## config.mk

```make
export PLATFORM = sky130hd
export DESIGN_NAME = gcd_modulo_unit
export DESIGN_NICKNAME = d
export VERILOG_FILES = /design/src/rtl/gcd_modulo_unit.sv
export SDC_FILE = /design/constraint.sdc
export NUM_CORES = 1
export LEC_CHECK = 0
export CAP_MARGIN = 20
export CORE_MARGIN = 3
export CORE_UTILIZATION = 40
export DETAILED_ROUTE_END_ITERATION = 10
export GPL_TIMING_DRIVEN = 0
export PLACE_DENSITY_LB_ADDON = 0.05
export SETUP_SLACK_MARGIN = 0.05
export SKIP_LAST_GASP = 1
export SYNTH_ARGS = -nofsm -noshare
export SYNTH_HDL_FRONTEND = slang
export SYNTH_SLANG_ARGS = --single-unit
```

## constraint.sdc

```tcl
create_clock -name clk -period 8.2 [get_ports clk]
set_input_delay 1.23 -clock clk [delete_from_list [all_inputs] [get_ports clk]]
set_output_delay 1.23 -clock clk [all_outputs]
set_load 0.03 [all_outputs]
```

## src/rtl/gcd_modulo_unit.sv

```systemverilog
// gcd_modulo_unit: iterative rem = a mod b by restoring shift-subtract, one dividend bit per clock.
//   clk         rising-edge clock
//   rst         synchronous active-high reset
//   start_i     level request from the GCD controller (sampled in IDLE and CALC)
//   a_i, b_i    dividend / divisor, latched on the accepting edge
//   ready_o     one-cycle pulse when rem_o is valid
//   rem_o       registered remainder, held until the next result
//   busy_o      high while iterating
//   div_zero_o  set with the result when b was 0, cleared on the next accept
module gcd_modulo_unit #(
    parameter int WIDTH = 16,
    parameter int CNT_W = $clog2(WIDTH)
) (
    input  logic             clk,
    input  logic             rst,
    input  logic             start_i,
    input  logic [WIDTH-1:0] a_i,
    input  logic [WIDTH-1:0] b_i,
    output logic             ready_o,
    output logic [WIDTH-1:0] rem_o,
    output logic             busy_o,
    output logic             div_zero_o
);
    typedef enum logic [1:0] {IDLE, CALC, DONE, HOLD} state_t;
    state_t           state, state_nx;
    logic [WIDTH-1:0] a_q, b_q, r, r_nx;
    logic [CNT_W-1:0] cnt;
    logic [WIDTH:0]   t;
    logic             ge, accept, step;
    always_comb begin
        // partial remainder stays below b, so WIDTH bits hold it; t is compared at full width
        t        = {r, a_q[cnt]};
        ge       = t >= {1'b0, b_q};
        r_nx     = ge ? WIDTH'(t - {1'b0, b_q}) : t[WIDTH-1:0];
        accept   = state == IDLE && start_i;
        step     = state == CALC && start_i;
        state_nx = state;
        case (state)
            IDLE: state_nx = start_i ? (b_i == '0 ? DONE : CALC) : IDLE;
            // dropping start aborts and wins over the final-bit transition
            CALC: state_nx = !start_i ? IDLE : (cnt == '0 ? DONE : CALC);
            DONE: state_nx = start_i ? HOLD : IDLE;
            HOLD: state_nx = start_i ? HOLD : IDLE;
            default: state_nx = IDLE;
        endcase
    end
    always_ff @(posedge clk) begin
        if (rst) begin
            state      <= IDLE;
            a_q        <= '0;
            b_q        <= '0;
            r          <= '0;
            cnt        <= '0;
            rem_o      <= '0;
            ready_o    <= 1'b0;
            busy_o     <= 1'b0;
            div_zero_o <= 1'b0;
        end else begin
            state   <= state_nx;
            // ready trails DONE by one edge, giving WIDTH+1 / 1 edge latency
            ready_o <= state == DONE;
            busy_o  <= state_nx == CALC;
            if (accept) begin
                a_q        <= a_i;
                b_q        <= b_i;
                r          <= '0;
                cnt        <= CNT_W'(WIDTH - 1);
                div_zero_o <= b_i == '0;
                if (b_i == '0) rem_o <= a_i;
            end
            if (step) begin
                r   <= r_nx;
                cnt <= cnt - 1'b1;
                if (cnt == '0) rem_o <= r_nx;
            end
        end
    end
endmodule

```

==> qor.yml, run 1 <==
synth_common_cells: "nand2_1, dfxtp_1, a21oi_1"
max_freq_mhz: 251.6
outcome: "completed"
ios: 54
h-tree-depth: 3
area_delta_synth_final_pct: 23.88
synth.most_common_cell: "nand2_1"
cts_hold_buf: 0
tightest_slew_ns: 0.6319
start_util: 0.4176
slew_viol_final: 0
post-cts-setup-buffer-count: 0
syn_nets: 528
whs_path_depth: 2
pwr-share-clk: 0.352
die_area_um2: 11010
drive_above_1_share: 0.07366
cts_buffer_depth: 2
synth_area_per_cell_um2: 8.257
synthMuxAreaShare: 0.07065
critPathMaxFanout: 10
rsz0062_at_grt: "no"
grt.total_usage: 0.2155
finalCriticalPeriod_ns: 3.975
ys_seq_area_frac: 0.3734
seq_area_um2: 1461
ys_seq_elements: 73
netlist_top_cells_area: "dfxtp_1, nand2_1, a21oi_1, ha_1, a211oi_1"
wl_um: 11370
finClkSkew_ns: 0.01117
crit_path_end_kind: "register"
gp_congestion: 0.8563
viasPerCell: 5.292
antenna_found_initial: 0
final_util: 0.5174
rows: 35
dp_slack_ns: 4.249
post_drt_wl_per_cell_um: 16.92
antenna_left: 0
synth-simple-area-share: 0.1835
synthArstFlopShare: 0
netlist_instances: 474
antenna_cells: 0
yosys_warnings: 0
cp-start-kind: "register"
synth_area_um2: 3914
numClockSinks: 73
p_switching_uw: 308.3
drt_iter0_markers: 138
grt_overflow: 0
p_leak_uw: 0.001798
ctsResizeCount: 0
vias: 3556
ir_worst_vdd_v: 0.00008338
finalSetupViolations: 0
p_sw_frac: 0.3088
synth_top_area_share: 0.3734
hold_class: "register to register"
fin_crit_sh: 0.4848
crit_required_ns: 8.43
nets: 592
yosysTopAreaCell: "dfxtp_1"
crit_type: "register to register"
synth_top_family_by_area: "compound AO/OA/AOI/OAI gates"
cts-root-buf: "clkbuf_8"
power_frac_seq: 0.382
clock_latency_ns: 0.35
drc: 0
worstRegToRegCells: 13
first_pass_iters: 4
cts_tree: "yes"
slew_headroom: 0.5767
fin_setup_tns_ns: 0
setup_slack_ns: 4.225
synth-main-ff-cell: "dfxtp_1"
worstPathArrival_ns: 4.20
grt_pass1_vias: 3526
n_fill_cell: 953
p_per_area_nw_per_um2: 205.9
dp_hpwl_um: 8914
die_y_um: 104.9
design_area_um2: 4848
fp.dieW_um: 104.9
drv_cap: 0
numPortBuffers: 53
grt_max_degree: 14
place_area_um2: 4606
numCtsBuffers: 9
synth-edff-count: 0
final_hold_viol_count: 0
internal_power_uw: 690.0
synth_compound_area_frac: 0.2235
synth.distinct_cells: 55
grt_pass1_wl_um: 18860
synthAdderAreaFrac: 0.06266
path_clk_slew_ns: 0.09
synth-xor-area-share: 0.02909
core-area_um2: 9371
holdWs_ns: 0.4593
multi_input_area_um2: 2228
p_comb_frac: 0.265
## state kept, by name (all words and copies together), names as in the netlist
register	count
a_q	16
b_q	16
r	16
rem_o	16
cnt	4
state	2
busy_o	1
div_zero_o	1
ready_o	1
## layout make-up
type                    instances  area share
multi-input cells             348      0.4596
flip-flops and latches         73      0.3014
repair buffers                 53      0.1094
well taps                     129     0.03329
plain buffers                  31     0.02916
clock buffers                  10     0.02632
clock inverters                 6     0.02374
inverters                      22     0.01703
## path summary, 6_finish.rpt
path	startpoint	endpoint	slack (ns)
min	b_q[2]	b_q[2]	0.46
max reg2reg	cnt[0]	r[6]	4.23
min reg2reg	b_q[2]	b_q[2]	0.46
max	cnt[0]	r[6]	4.23
## stage by stage
step           std cells  total power (uW)
2_1_floorplan        474             573.6
3_3_place_gp         656             650.3
3_5_place_dp         656             652.7
4_1_cts              672              1006
5_1_grt              672              1048
6_report             672             998.3
## metal layers
layer	up-vias	track usage	wire [um]
met5	-	0	0
li1	1804	-	-
met4	0	0.05998	176
met3	15	0.05374	607
met1	1658	0.3067	5597
met2	79	0.3236	4988
## power by group through the flow
stage,Combinational (uW),Sequential (uW),Clock [uW]
global placement,261,389,0
global route,291,384,373
CTS,265,381,359
floorplan,183,391,0
detailed placement,263,390,0
finish,265,381,352
## cells in the final DEF (no fill, tap or decap), types with 5 or more instances in the layout
master           count
xor2_1               5
clkdlybuf4s50_1     53
nor2b_1             16
inv_1               22
buf_2                5
ha_1                18
o21ai_0             24
mux2i_1             16
nand2_1             91
a21oi_1             52
clkbuf_1            22
xnor2_1              8
a211oi_1            29
clkbuf_8             9
nor2_1              16
nand4_1              7
dfxtp_1             73
## cell families (layout without fill, tap and decap cells)
family                   Yosys count  after routing
flip-flops                        73             73
AND/OR/NAND/NOR                  157            157
XOR/XNOR                          13             13
AO/OA/AOI/OAI                    137            137
adder cells (fa/ha/maj)           19             19
buffers and inverters             53            122
multiplexers                      22             22
## critical path, stage by stage, from the launching register on
cell and delay [ns]:
dfxtp_1 0.31, buf_2 0.23, mux4_2 0.54, mux2_2 0.27
a21oi_1 0.33, ha_1 0.22, nor2b_1 0.06, o2111ai_1 0.38
nand4_1 0.22, a211oi_2 0.42, nor2_2 0.15, buf_6 0.21
mux2i_1 0.35, o21ai_0 0.16
No activity file was read; power rests on OpenSTA's default activity.
==> inputs of run 2 (changes only) <==
clock period = 4.1 ns   (was 8.2 ns; I/O delays follow)
==> run 2 against run 1 <==
Register-to-register slack worse by 4.0 ns. First-iteration DRC count down 2.9%. Sequential cell count unchanged. Via count about the same. Maximum frequency up 3.6%. Design area up 0.15%. Power up 100%. Worst hold slack worse by 0.0010 ns. Clock skew about the same. Largest power group unchanged. Critical path type unchanged. Global-route usage unchanged. Sequential power up 100%.
==> qor.yml, run 2 (synthesis gave the netlist of run 1 again) <==
slew_headroom: 0.5756  # was 0.5767
worstPathArrival_ns: 4.04  # was 4.20 ns
ir_worst_vdd_v: 0.0001659  # was 0.00008338 V
multi_input_area_um2: 2236  # was 2228 um2
path_clk_slew_ns: 0.09  # about the same
crit_type: "register to register"  # unchanged
numCtsBuffers: 9  # unchanged
fp.dieW_um: 104.9  # unchanged
grt_overflow: 0  # unchanged
layout_commonest_cell: "nand2_1"  # unchanged
rrSetupSlack_ns: 0.26  # was 4.23 ns
final_hold_viol_count: 0  # unchanged
n_fill_cell: 952  # was 953
die_y_um: 104.9  # unchanged
area_delta_synth_final_pct: 24.07  # was 23.88%
setup_slack_ns: 0.2619  # was 4.225 ns
max_freq_mhz: 260.5  # was 251.6 MHz
layout_common_cells: "nand2_1, dfxtp_1, clkdlybuf4s50_1"  # unchanged
post_drt_wl_per_cell_um: 16.89  # was 16.92 um
worst_r2r_endpoint: "rem_o[14]"  # was r[6]
cts-root-buf: "clkbuf_8"  # unchanged
grt_pass1_wl_um: 18860  # unchanged
first_pass_iters: 4  # unchanged
cts_hold_buf: 0  # unchanged
crit_required_ns: 4.30  # was 8.43 ns
vias: 3557  # was 3556
rsz0062_at_grt: "no"  # unchanged
hold_class: "register to register"  # unchanged
finClkSkew_ns: 0.01104  # was 0.01117 ns
seq_area_um2: 1461  # unchanged
grt_max_degree: 14  # unchanged
drive_above_1_share: 0.07735  # was 0.07366
viasPerCell: 5.293  # was 5.292
nets: 592  # unchanged
gp_congestion: 0.8563  # unchanged
p_total_uw: 1998  # was 998.3 uW
core-area_um2: 9371  # unchanged
clock_latency_ns: 0.35  # about the same
antenna_cells: 0  # unchanged
placed_cells: 656  # unchanged
worstSetupStartpoint: "cnt[0]"  # unchanged
antenna_found_initial: 0  # unchanged
cts_tree: "yes"  # unchanged
worstRegToRegCells: 14  # was 13
hp-start: "b_q[2]"  # unchanged
finalSetupViolations: 0  # unchanged
start_util: 0.4176  # unchanged
crit_path_end_kind: "register"  # unchanged
numPortBuffers: 53  # unchanged
hold_path_end: "b_q[2]"  # unchanged
wl_um: 11350  # was 11370 um
drt_iter0_markers: 134  # was 138
grt_pass1_vias: 3526  # unchanged
p_leak_uw: 0.001798  # about the same
instances_no_fill: 672  # unchanged
whs_path_depth: 2  # unchanged
ios: 54  # unchanged
tightest_slew_ns: 0.6336  # was 0.6319 ns
r2r-start: "cnt[0]"  # unchanged
h-tree-depth: 3  # unchanged
rows: 35  # unchanged
drv_cap: 0  # unchanged
die_area_um2: 11010  # unchanged
antenna_left: 0  # unchanged
final_util: 0.5182  # was 0.5174
fin_crit_sh: 0.9361  # was 0.4848
grt.total_usage: 0.2155  # unchanged
slew_viol_final: 0  # unchanged
dp_slack_ns: 0.1494  # was 4.249 ns
cts_buffer_depth: 2  # unchanged
dp_hpwl_um: 8914  # unchanged
outcome: "completed"  # unchanged
ctsResizeCount: 0  # unchanged
drc: 0  # unchanged
numClockSinks: 73  # unchanged
post-cts-setup-buffer-count: 0  # unchanged
critPathMaxFanout: 8  # was 10
cp-start-kind: "register"  # unchanged
fin_setup_tns_ns: 0  # unchanged
p_per_area_nw_per_um2: 411.4  # was 205.9 nW/um2
finalCriticalPeriod_ns: 3.838  # was 3.975 ns
run 2: layer usage:
layer	track usage	routed length, um	vias to the layer above	part of all wire
met5	0	0	-	0
met1	0.3067	5577	1650	0.49
met4	0.05998	178	0	0.016
li1	-	-	1804	-
met2	0.3236	4978	87	0.44
met3	0.05374	619	16	0.055
run 2: how the worst max path moves through the flow:
stage                     end  slack (ns)  cells past startpoint
global placement    rem_o[14]        0.22                     14
global route        rem_o[14]        0.06                     14
floorplan           rem_o[14]        0.73                     14
detailed placement  rem_o[14]        0.15                     14
CTS                      r[6]        0.11                     13
finish              rem_o[14]        0.26                     14
run 2: worst max-delay path: stages, from the launching register on:
cell      delay, ns
dfxtp_1        0.31
buf_2          0.22
mux4_2         0.54
mux2_2         0.29
a21oi_2        0.23
ha_1           0.18
inv_1          0.04
fa_1           0.40
a21o_1         0.22
a221oi_2       0.44
o41a_1         0.24
o21ai_1        0.10
xor2_1         0.14
mux2i_1        0.20
a211oi_1       0.11
run 2: report_power, final:
| part | switching, uW | total, uW | internal [uW] |
|---|---|---|---|
| Combinational | 301 | 533 | 233 |
| Clock | 294 | 702 | 408 |
| Sequential | 21.3 | 763 | 742 |
run 2: final cells by class:
type,instances,area share
Clock inverter,6,0.02371
Clock buffer,10,0.02628
Tap cell,129,0.03324
Buffer,31,0.02912
Sequential cell,73,0.3010
Inverter,22,0.01701
Multi-Input combinational cell,348,0.4604
Timing Repair Buffer,53,0.1093
run 2: per-stage QoR:
stage	instance area, um2	hold WS (ns)
after floorplan	3914	0.4257
after global placement	4606	0.4396
after detailed placement	4606	0.4474
after CTS	4848	0.4603
after global routing	4856	0.4802
final	4856	0.4583
==> inputs of run 3 (changes only) <==
SETUP_SLACK_MARGIN = unset   (was 0.05)
==> results of run 3 <==
Same layout as run 2: the final DEF is identical, and so are final timing and power.
